==> src/rtl/half_subtractor.sv <==
// half_subtractor: registered, multi-lane half subtractor.
//
// Each lane computes d = a ^ b and bo = ~a & b. Both are registered on an
// accepted beat (in_valid=1) and held otherwise. out_valid marks the cycle
// that directly follows an accepted beat.
//
// Build option: define HALFSUB_BORROW_CNT_EN to compile in the saturating
// borrow counter and its borrow_cnt port. borrow_seen is always present.
//
// Ports:
//   clk, rst_n       clock; asynchronous active-low reset
//   in_valid         input beat qualifier
//   a, b [WIDTH]     minuend / subtrahend bits, one per lane
//   clr              synchronous clear of borrow_seen / borrow_cnt (wins over a beat)
//   out_valid        d/bo hold the previous cycle's beat
//   d, bo [WIDTH]    registered difference / borrow per lane
//   borrow_seen      sticky: any lane borrow since reset or clr
//   borrow_cnt       saturating lane-borrow count (HALFSUB_BORROW_CNT_EN only)

module half_subtractor_lane (
  input  logic clk,
  input  logic rst_n,
  input  logic en,
  input  logic a,
  input  logic b,
  output logic bo_nxt,
  output logic d,
  output logic bo
);
  logic d_nxt;

  assign d_nxt  = a ^ b;
  assign bo_nxt = ~a & b;

  always_ff @(posedge clk or negedge rst_n) begin
    if (!rst_n) begin
      d  <= 1'b0;
      bo <= 1'b0;
    end else if (en) begin
      d  <= d_nxt;
      bo <= bo_nxt;
    end
  end
endmodule

module half_subtractor #(
  parameter int WIDTH = 1,
  parameter int CNT_W = 16
) (
  input  logic             clk,
  input  logic             rst_n,
  input  logic             in_valid,
  input  logic [WIDTH-1:0] a,
  input  logic [WIDTH-1:0] b,
  input  logic             clr,
  output logic             out_valid,
  output logic [WIDTH-1:0] d,
  output logic [WIDTH-1:0] bo,
`ifdef HALFSUB_BORROW_CNT_EN
  output logic             borrow_seen,
  output logic [CNT_W-1:0] borrow_cnt
`else
  output logic             borrow_seen
`endif
);
  localparam int STAGES = 1;

  logic [STAGES:0]  vld_pipe;
  logic [WIDTH-1:0] bo_nxt;
  logic             cnt_en;

  // Beat counts toward statistics only when clr is not asserted.
  assign cnt_en = in_valid & ~clr;

  genvar gi;
  generate
    for (gi = 0; gi < WIDTH; gi++) begin : g_lane
      half_subtractor_lane u_lane (
        .clk    (clk),
        .rst_n  (rst_n),
        .en     (in_valid),
        .a      (a[gi]),
        .b      (b[gi]),
        .bo_nxt (bo_nxt[gi]),
        .d      (d[gi]),
        .bo     (bo[gi])
      );
    end
  endgenerate

  assign vld_pipe[0] = in_valid;

  always_ff @(posedge clk or negedge rst_n) begin
    if (!rst_n) vld_pipe[STAGES:1] <= '0;
    else        vld_pipe[STAGES:1] <= vld_pipe[STAGES-1:0];
  end

  assign out_valid = vld_pipe[STAGES];

  always_ff @(posedge clk or negedge rst_n) begin
    if (!rst_n)                 borrow_seen <= 1'b0;
    else if (clr)               borrow_seen <= 1'b0;
    else if (cnt_en && |bo_nxt) borrow_seen <= 1'b1;
  end

`ifdef HALFSUB_BORROW_CNT_EN
  localparam int PW    = $clog2(WIDTH + 1);
  // Sum is wide enough for the full count plus any popcount, so the
  // saturation compare never sees a wrapped value.
  localparam int SUM_W = ((CNT_W > PW) ? CNT_W : PW) + 1;
  localparam logic [SUM_W-1:0] SAT = SUM_W'({CNT_W{1'b1}});

  logic [PW-1:0]    pop;
  logic [SUM_W-1:0] sum;
  logic [CNT_W-1:0] cnt_nxt;

  always_comb begin
    pop = '0;
    for (int i = 0; i < WIDTH; i++) pop = pop + PW'(bo_nxt[i]);
  end

  always_comb begin
    sum     = SUM_W'(borrow_cnt) + SUM_W'(pop);
    cnt_nxt = (sum > SAT) ? {CNT_W{1'b1}} : sum[CNT_W-1:0];
  end

  always_ff @(posedge clk or negedge rst_n) begin
    if (!rst_n)      borrow_cnt <= '0;
    else if (clr)    borrow_cnt <= '0;
    else if (cnt_en) borrow_cnt <= cnt_nxt;
  end
`endif
endmodule

==> config.mk <==
export PLATFORM = sky130hd
export DESIGN_NAME = half_subtractor
export DESIGN_NICKNAME = d
export VERILOG_FILES = /design/src/rtl/half_subtractor.sv
export SDC_FILE = /design/constraint.sdc
export NUM_CORES = 1
export LEC_CHECK = 0
export CORE_AREA = 2 2 39 41
export CTS_CLUSTER_DIAMETER = 120
export DETAILED_ROUTE_END_ITERATION = 10
export DIE_AREA = 0 0 41 43
export DONT_BUFFER_PORTS = 1
export MAX_ROUTING_LAYER = met4
export PLACE_DENSITY_LB_ADDON = 0.3
export SYNTH_ARGS = -nofsm -noshare
export SYNTH_HDL_FRONTEND = slang
export SYNTH_SLANG_ARGS = --single-unit
==> constraint.sdc <==
create_clock -name clk -period 1.1 [get_ports clk]
set_input_delay 0.22 -clock clk [delete_from_list [all_inputs] [get_ports clk]]
set_output_delay 0.22 -clock clk [all_outputs]
set_load 0.03 [all_outputs]
==> results.md <==
- Most frequent cells in the layout: 4 x dfrtp_1, 3 x clkbuf_4, 2 x inv_1
- Clk_skew: 0 ns
- First-pass GRT wire length: roughly 460 um
- Initial core utilization: 11.1%
- Post-CTS setup buffer count: 0
- Final core occ: 15.5%
- Die width: ~41 um
- Syn-to-layout area delta: 39.0%
- Mapped Cells: 11
- FF-to-FF path depth: 2
- H-tree depth: 1
- Nature of the critical path endpoint: output port
- Peak per-stage delay on the critical path: 0.37 ns
- Routability cong.: around 0.63
- Worst flop-to-flop path startpoint: borrow_seen$_DFFE_PN0P_
- PostCTS Resize Cnt: 0
- Critical Path, Cell by Cell: buf_4
- I/O pins: 10
- Tmin final: 0.994 ns
- Worst ir drop on vdd: a little over 0.3 mV
- CP top delay family: flip-flops
- Cts-stage hold buffer count: 1
- Clk sinks: 4
- Fin crit share: 90.4%
- WL final: 328 um
- WHS Endpoint: out_valid$_DFF_PN0_
- Hold Startpoint: in_valid
- Vias per cell: 3.03
- Commonest non-fill, non-tap cell in the layout: dfrtp_1
- Post-synth cell types: 7
- Worst skew pair latency: 0.23 ns
- CP max stage cell: dfrtp_1
- Yosys warns: 0
- WP buf/inv: 1
- CTS tree: yes
- Wire per inst: slightly above 10 um
- Routed Antenna Nets: 0
- Initial antenna violation count: 0
- Vias in the first global route: 117
- DP Cell Count: 28
- Fin. max-slew vios: 0
- Class of the tightest hold or removal check: input port to register
- Reg2reg setup slack: approximately 0.29 ns
- Hold Fails Final Rpt: 0
- PwrDens: about 1900 mW/mm2
- Pre-Repair DR Iteration Count: 1
- N_diodes: 0
- Req. time, crit path: 0.88 ns
- Final Non-Filler Cells: 32
- Setup TNS: 0 ns
- Clock Tree Buf Depth: 2
- Syn Std Cell Area: 154 um2
- Mean Syn Cell Area: 14.0 um2
- Die height: 43 um
- Post-layout nets: 25
- Hold Crit Depth: 0
- Final setup viols: 0
- Clk root buf: clkbuf_4
- WS Path Type: register to output port
- DIE AREA: 0.00176 mm2
- Kind of start point of the critical path: register
- Max Cap Viol: 0
- Worst hold margin: 0.0129 ns
- Outcome: finished clean
- Congestion Overflow GR: 0
- Clock-pin slew on the worst setup and hold paths: 0.04 ns
- Drt drc: 0
- Sequential area share after synthesis: 65.0%
- Slew @ Worst Pin: between 0.3 and 0.4 ns
- GRT Util Overall: 5.38%
- Syn nets: 18
- Port Buffers: 0
- Std cell rows: 14
- Slew headroom: 78.7%
- FMAX: 1010 MHz
- Layout cells sized above 1: a little under a third
- Static Leakage: 0.108 nW
- Core area: between 0.001 and 0.0015 mm2
- RSZ-0062 raised after global routing: false
- Iter 0 DRT Violations: 0
- Register bit total from synthesis: 4
- Crit path DAT: 0.77 ns
- Worst reg2reg endpoint: borrow_seen$_DFFE_PN0P_
- Via count: 97
- Largest net degree at the start of global routing: 5
- CP Max Fanout: 2
- Total CTS buffers: 3
==> registers in the layout (all words and copies together) (netlist names) <==
name,cells
borrow_seen,1
out_valid,1
g_lane.u_lane.d,1
g_lane.u_lane.bo,1
==> how the worst max path moves through the flow <==
stage	startpoint	to	slack [ns]	depth (start not counted)
final	g_lane[0].u_lane.bo$_DFFE_PN0P_	bo	0.11	1
after global routing	g_lane[0].u_lane.bo$_DFFE_PN0P_	bo	0.08	1
after CTS	g_lane[0].u_lane.bo$_DFFE_PN0P_	bo	0.09	1
after global placement	a	g_lane[0].u_lane.bo$_DFFE_PN0P_	0.29	3
after detailed placement	a	g_lane[0].u_lane.bo$_DFFE_PN0P_	0.28	3
after floorplan	g_lane[0].u_lane.bo$_DFFE_PN0P_	g_lane[0].u_lane.bo$_DFFE_PN0P_	0.21	1
==> Yosys cell counts <==
| master | number | area (um2) |
|---|---|---|
| dfrtp_1 | 4 | 100 |
| inv_1 | 2 | 7.51 |
| nor2_1 | 1 | 3.75 |
| mux2i_1 | 1 | 10.0 |
| ha_1 | 1 | 12.5 |
| a21oi_1 | 1 | 5.00 |
| mux2_4 | 1 | 15.0 |
==> metal layers <==
| metal | routed length (um) | track usage [%] |
|---|---|---|
| met2 | 81 | 4.06 |
| met4 | 24 | 10.0 |
| met5 | 0 | - |
| met3 | 78 | 4.71 |
| met1 | 142 | 4.90 |
==> stage by stage <==
stage / power, W / setup WS, ns / area (um2)
2_1_floorplan: 0.000210 / 0.211 / 154
3_3_place_gp: 0.000220 / 0.290 / 181
3_5_place_dp: 0.000221 / 0.279 / 181
4_1_cts: 0.000413 / 0.0881 / 214
5_1_grt: 0.000424 / 0.0758 / 214
6_report: 0.000402 / 0.106 / 214
==> logic make-up after synthesis <==
kind of cell | synth area share [%]
adders and majority gates | 8.13
muxes | 16.3
DFF | 65.0
buffers and inverters | 4.88
AOI/OAI and AO/OA | 3.25
and+or+nand+nor | 2.44
==> power by group <==
part	internal [W]	switching, W
registers	0.000160	0.0000272
logic	0.0000178	0.0000178
clock network	0.000122	0.0000571
==> cell type report <==
class | count | area, um2
Clock buffer | 3 | 22.5
Sequential cell | 4 | 100
Inverter | 2 | 7.51
Timing Repair Buffer | 2 | 17.5
Multi-Input combinational cell | 5 | 46.3
Tap cell | 16 | 20.0
Fill cell | 153 | 1170
Power figures use the tool's default switching activity.
==> variant (same flow settings) <==
Add an input register stage for `b`, without a reset; this delays it by one clock. The other inputs are not delayed to match. Comments in the files are not updated.
--- a/src/rtl/half_subtractor.sv
+++ b/src/rtl/half_subtractor.sv
@@ -65,6 +65,12 @@
 );
   localparam int STAGES = 1;
 
+  logic [WIDTH-1:0] b_q;
+
+  always_ff @(posedge clk) begin
+    b_q <= b;
+  end
+
   logic [STAGES:0]  vld_pipe;
   logic [WIDTH-1:0] bo_nxt;
   logic             cnt_en;
@@ -80,7 +86,7 @@
         .rst_n  (rst_n),
         .en     (in_valid),
         .a      (a[gi]),
-        .b      (b[gi]),
+        .b      (b_q[gi]),
         .bo_nxt (bo_nxt[gi]),
         .d      (d[gi]),
         .bo     (bo[gi])
Check against the original RTL: not equivalent (Yosys sat finds a counterexample within 4 cycles, from zero or initial values and one cycle with rst_n low).
==> variant against the unedited design <==
Synthesized area grew 13%. Setup slack lost 0.00069 ns. Sequential cell count grew 1. Final area grew 20%. First-iteration DRC count is the same. Power grew 18%. Count of clock-buffer cells in the layout grew 1. Routed wire length grew 1.2%. Largest power group unchanged. Highest routed layer is now met3.
==> variant: results (changes against the unedited design) <==
regToRegSetupSlack_ns: 0.25  # -0.04 ns
wirelength_um: 332  # +1.2%
grt_antenna_before_repair: 0  # unchanged
worstPathArrival_ns: 0.77  # about the same
hold_end: "borrow_seen"
syn_nets: 19  # +1
skew_ns: 0.00254  # +0.00254 ns
synth_seq_area_share_pct: 69.1  # +4.0 points
timing.rr.end: "g_lane[0].u_lane.bo"
min_path_type: "in -> reg"
cpPeakStageDelay_ns: 0.37  # about the same
fin_nets: 28  # +12%
ys_top_cells_by_area: "dfrtp_1 (58%), dfxtp_1 (12%), mux2_4 (8.6%)"
status: "finished, final reports clean"
slew_headroom_pct: 79.3  # +0.56 points
first_iter_violations: 0  # unchanged
reg2reg_from: "b_q"
grt_pass1_wl_um: 510  # +10%
power_leakage_uw: 0.000126  # +17%
peakVddDrop_uv: 245  # -21%
num_vias: 118  # +22%
cts.repair.resized: 0  # unchanged
min-delay-start: "clr"
yosysUniqueCellTypes: 8  # +1
hold_path_depth: 1  # +1
synthArstFlopShare_pct: 80.0  # -20 points
drc: 0  # unchanged
track_usage_pct: 5.44  # +0.064 points
gp_congestion: 0.505  # -20%
drive_above_1_share_pct: 25.0  # -6.3 points
cp_slowest_cell: "dfrtp_1"
variant: worst reg2reg max path, cell delays in order (launching register included):
cell     delay, ns
dfxtp_1       0.29
ha_1          0.18
mux2_4        0.26
variant: worst max-delay path by stage:
stage	depth (start not counted)	endpoint	slack, ns	start
floorplan	1	g_lane[0].u_lane.bo	0.21	g_lane[0].u_lane.bo
global route	1	bo	0.05	g_lane[0].u_lane.bo
global placement	2	g_lane[0].u_lane.bo	0.25	b_q
detailed placement	2	g_lane[0].u_lane.bo	0.25	b_q
CTS	1	bo	0.09	g_lane[0].u_lane.bo
finish	1	bo	0.11	g_lane[0].u_lane.bo
variant: final cells by class:
class,instances,area (um^2)
clock buffer,4,26.3
fill,148,1130
inverter,2,7.51
multi-input combinational,5,46.3
sequential,5,120
tap,16,20.0
timing repair buffer,4,37.5
variant: report_power, final:
part           total (uW)  internal (uW)  leakage (uW)  switching [uW]
clock network         207            137     0.0000150            69.9
logic                41.5           22.8     0.0000533            18.7
registers             226            198     0.0000581            27.2
total                 474            358      0.000126             116
variant: stage by stage:
stage	hold WS (ns)	total power, uW	instances	setup WS (ns)	instance area, um^2
2_1_floorplan	-0.0756	249	12	0.211	174
3_3_place_gp	-0.0755	259	29	0.251	201
3_5_place_dp	-0.0755	260	29	0.251	201
4_1_cts	0.0392	490	36	0.0898	258
5_1_grt	0.0295	514	36	0.0546	258
6_report	0.0495	474	36	0.105	258
variant: cells by family (layout without fill, tap and decap cells):
group,count (synthesis),after routing,share of synthesized area (%)
adders and majority gates,1,1,7.19
buffers and inverters,2,10,4.32
and+or+nand+nor,1,1,2.16
AOI/OAI and AO/OA,1,1,2.87
DFF,5,5,69.1
muxes,2,2,14.4
variant: metal layers:
metal	track usage (%)	share of wire, %	vias up
li1	-	-	54
met1	5.43	45	54
met2	4.69	36	10
met3	7.85	19	0
met4	4.00	0	0
met5	-	0	-
variant: timing repair:
| item | 4_1_cts | 5_1_grt |
|---|---|---|
| hold buffers | 3 | 0 |
| hold endpoints to repair | 6 | 0 |
| setup endpoints to repair | 0 | 0 |
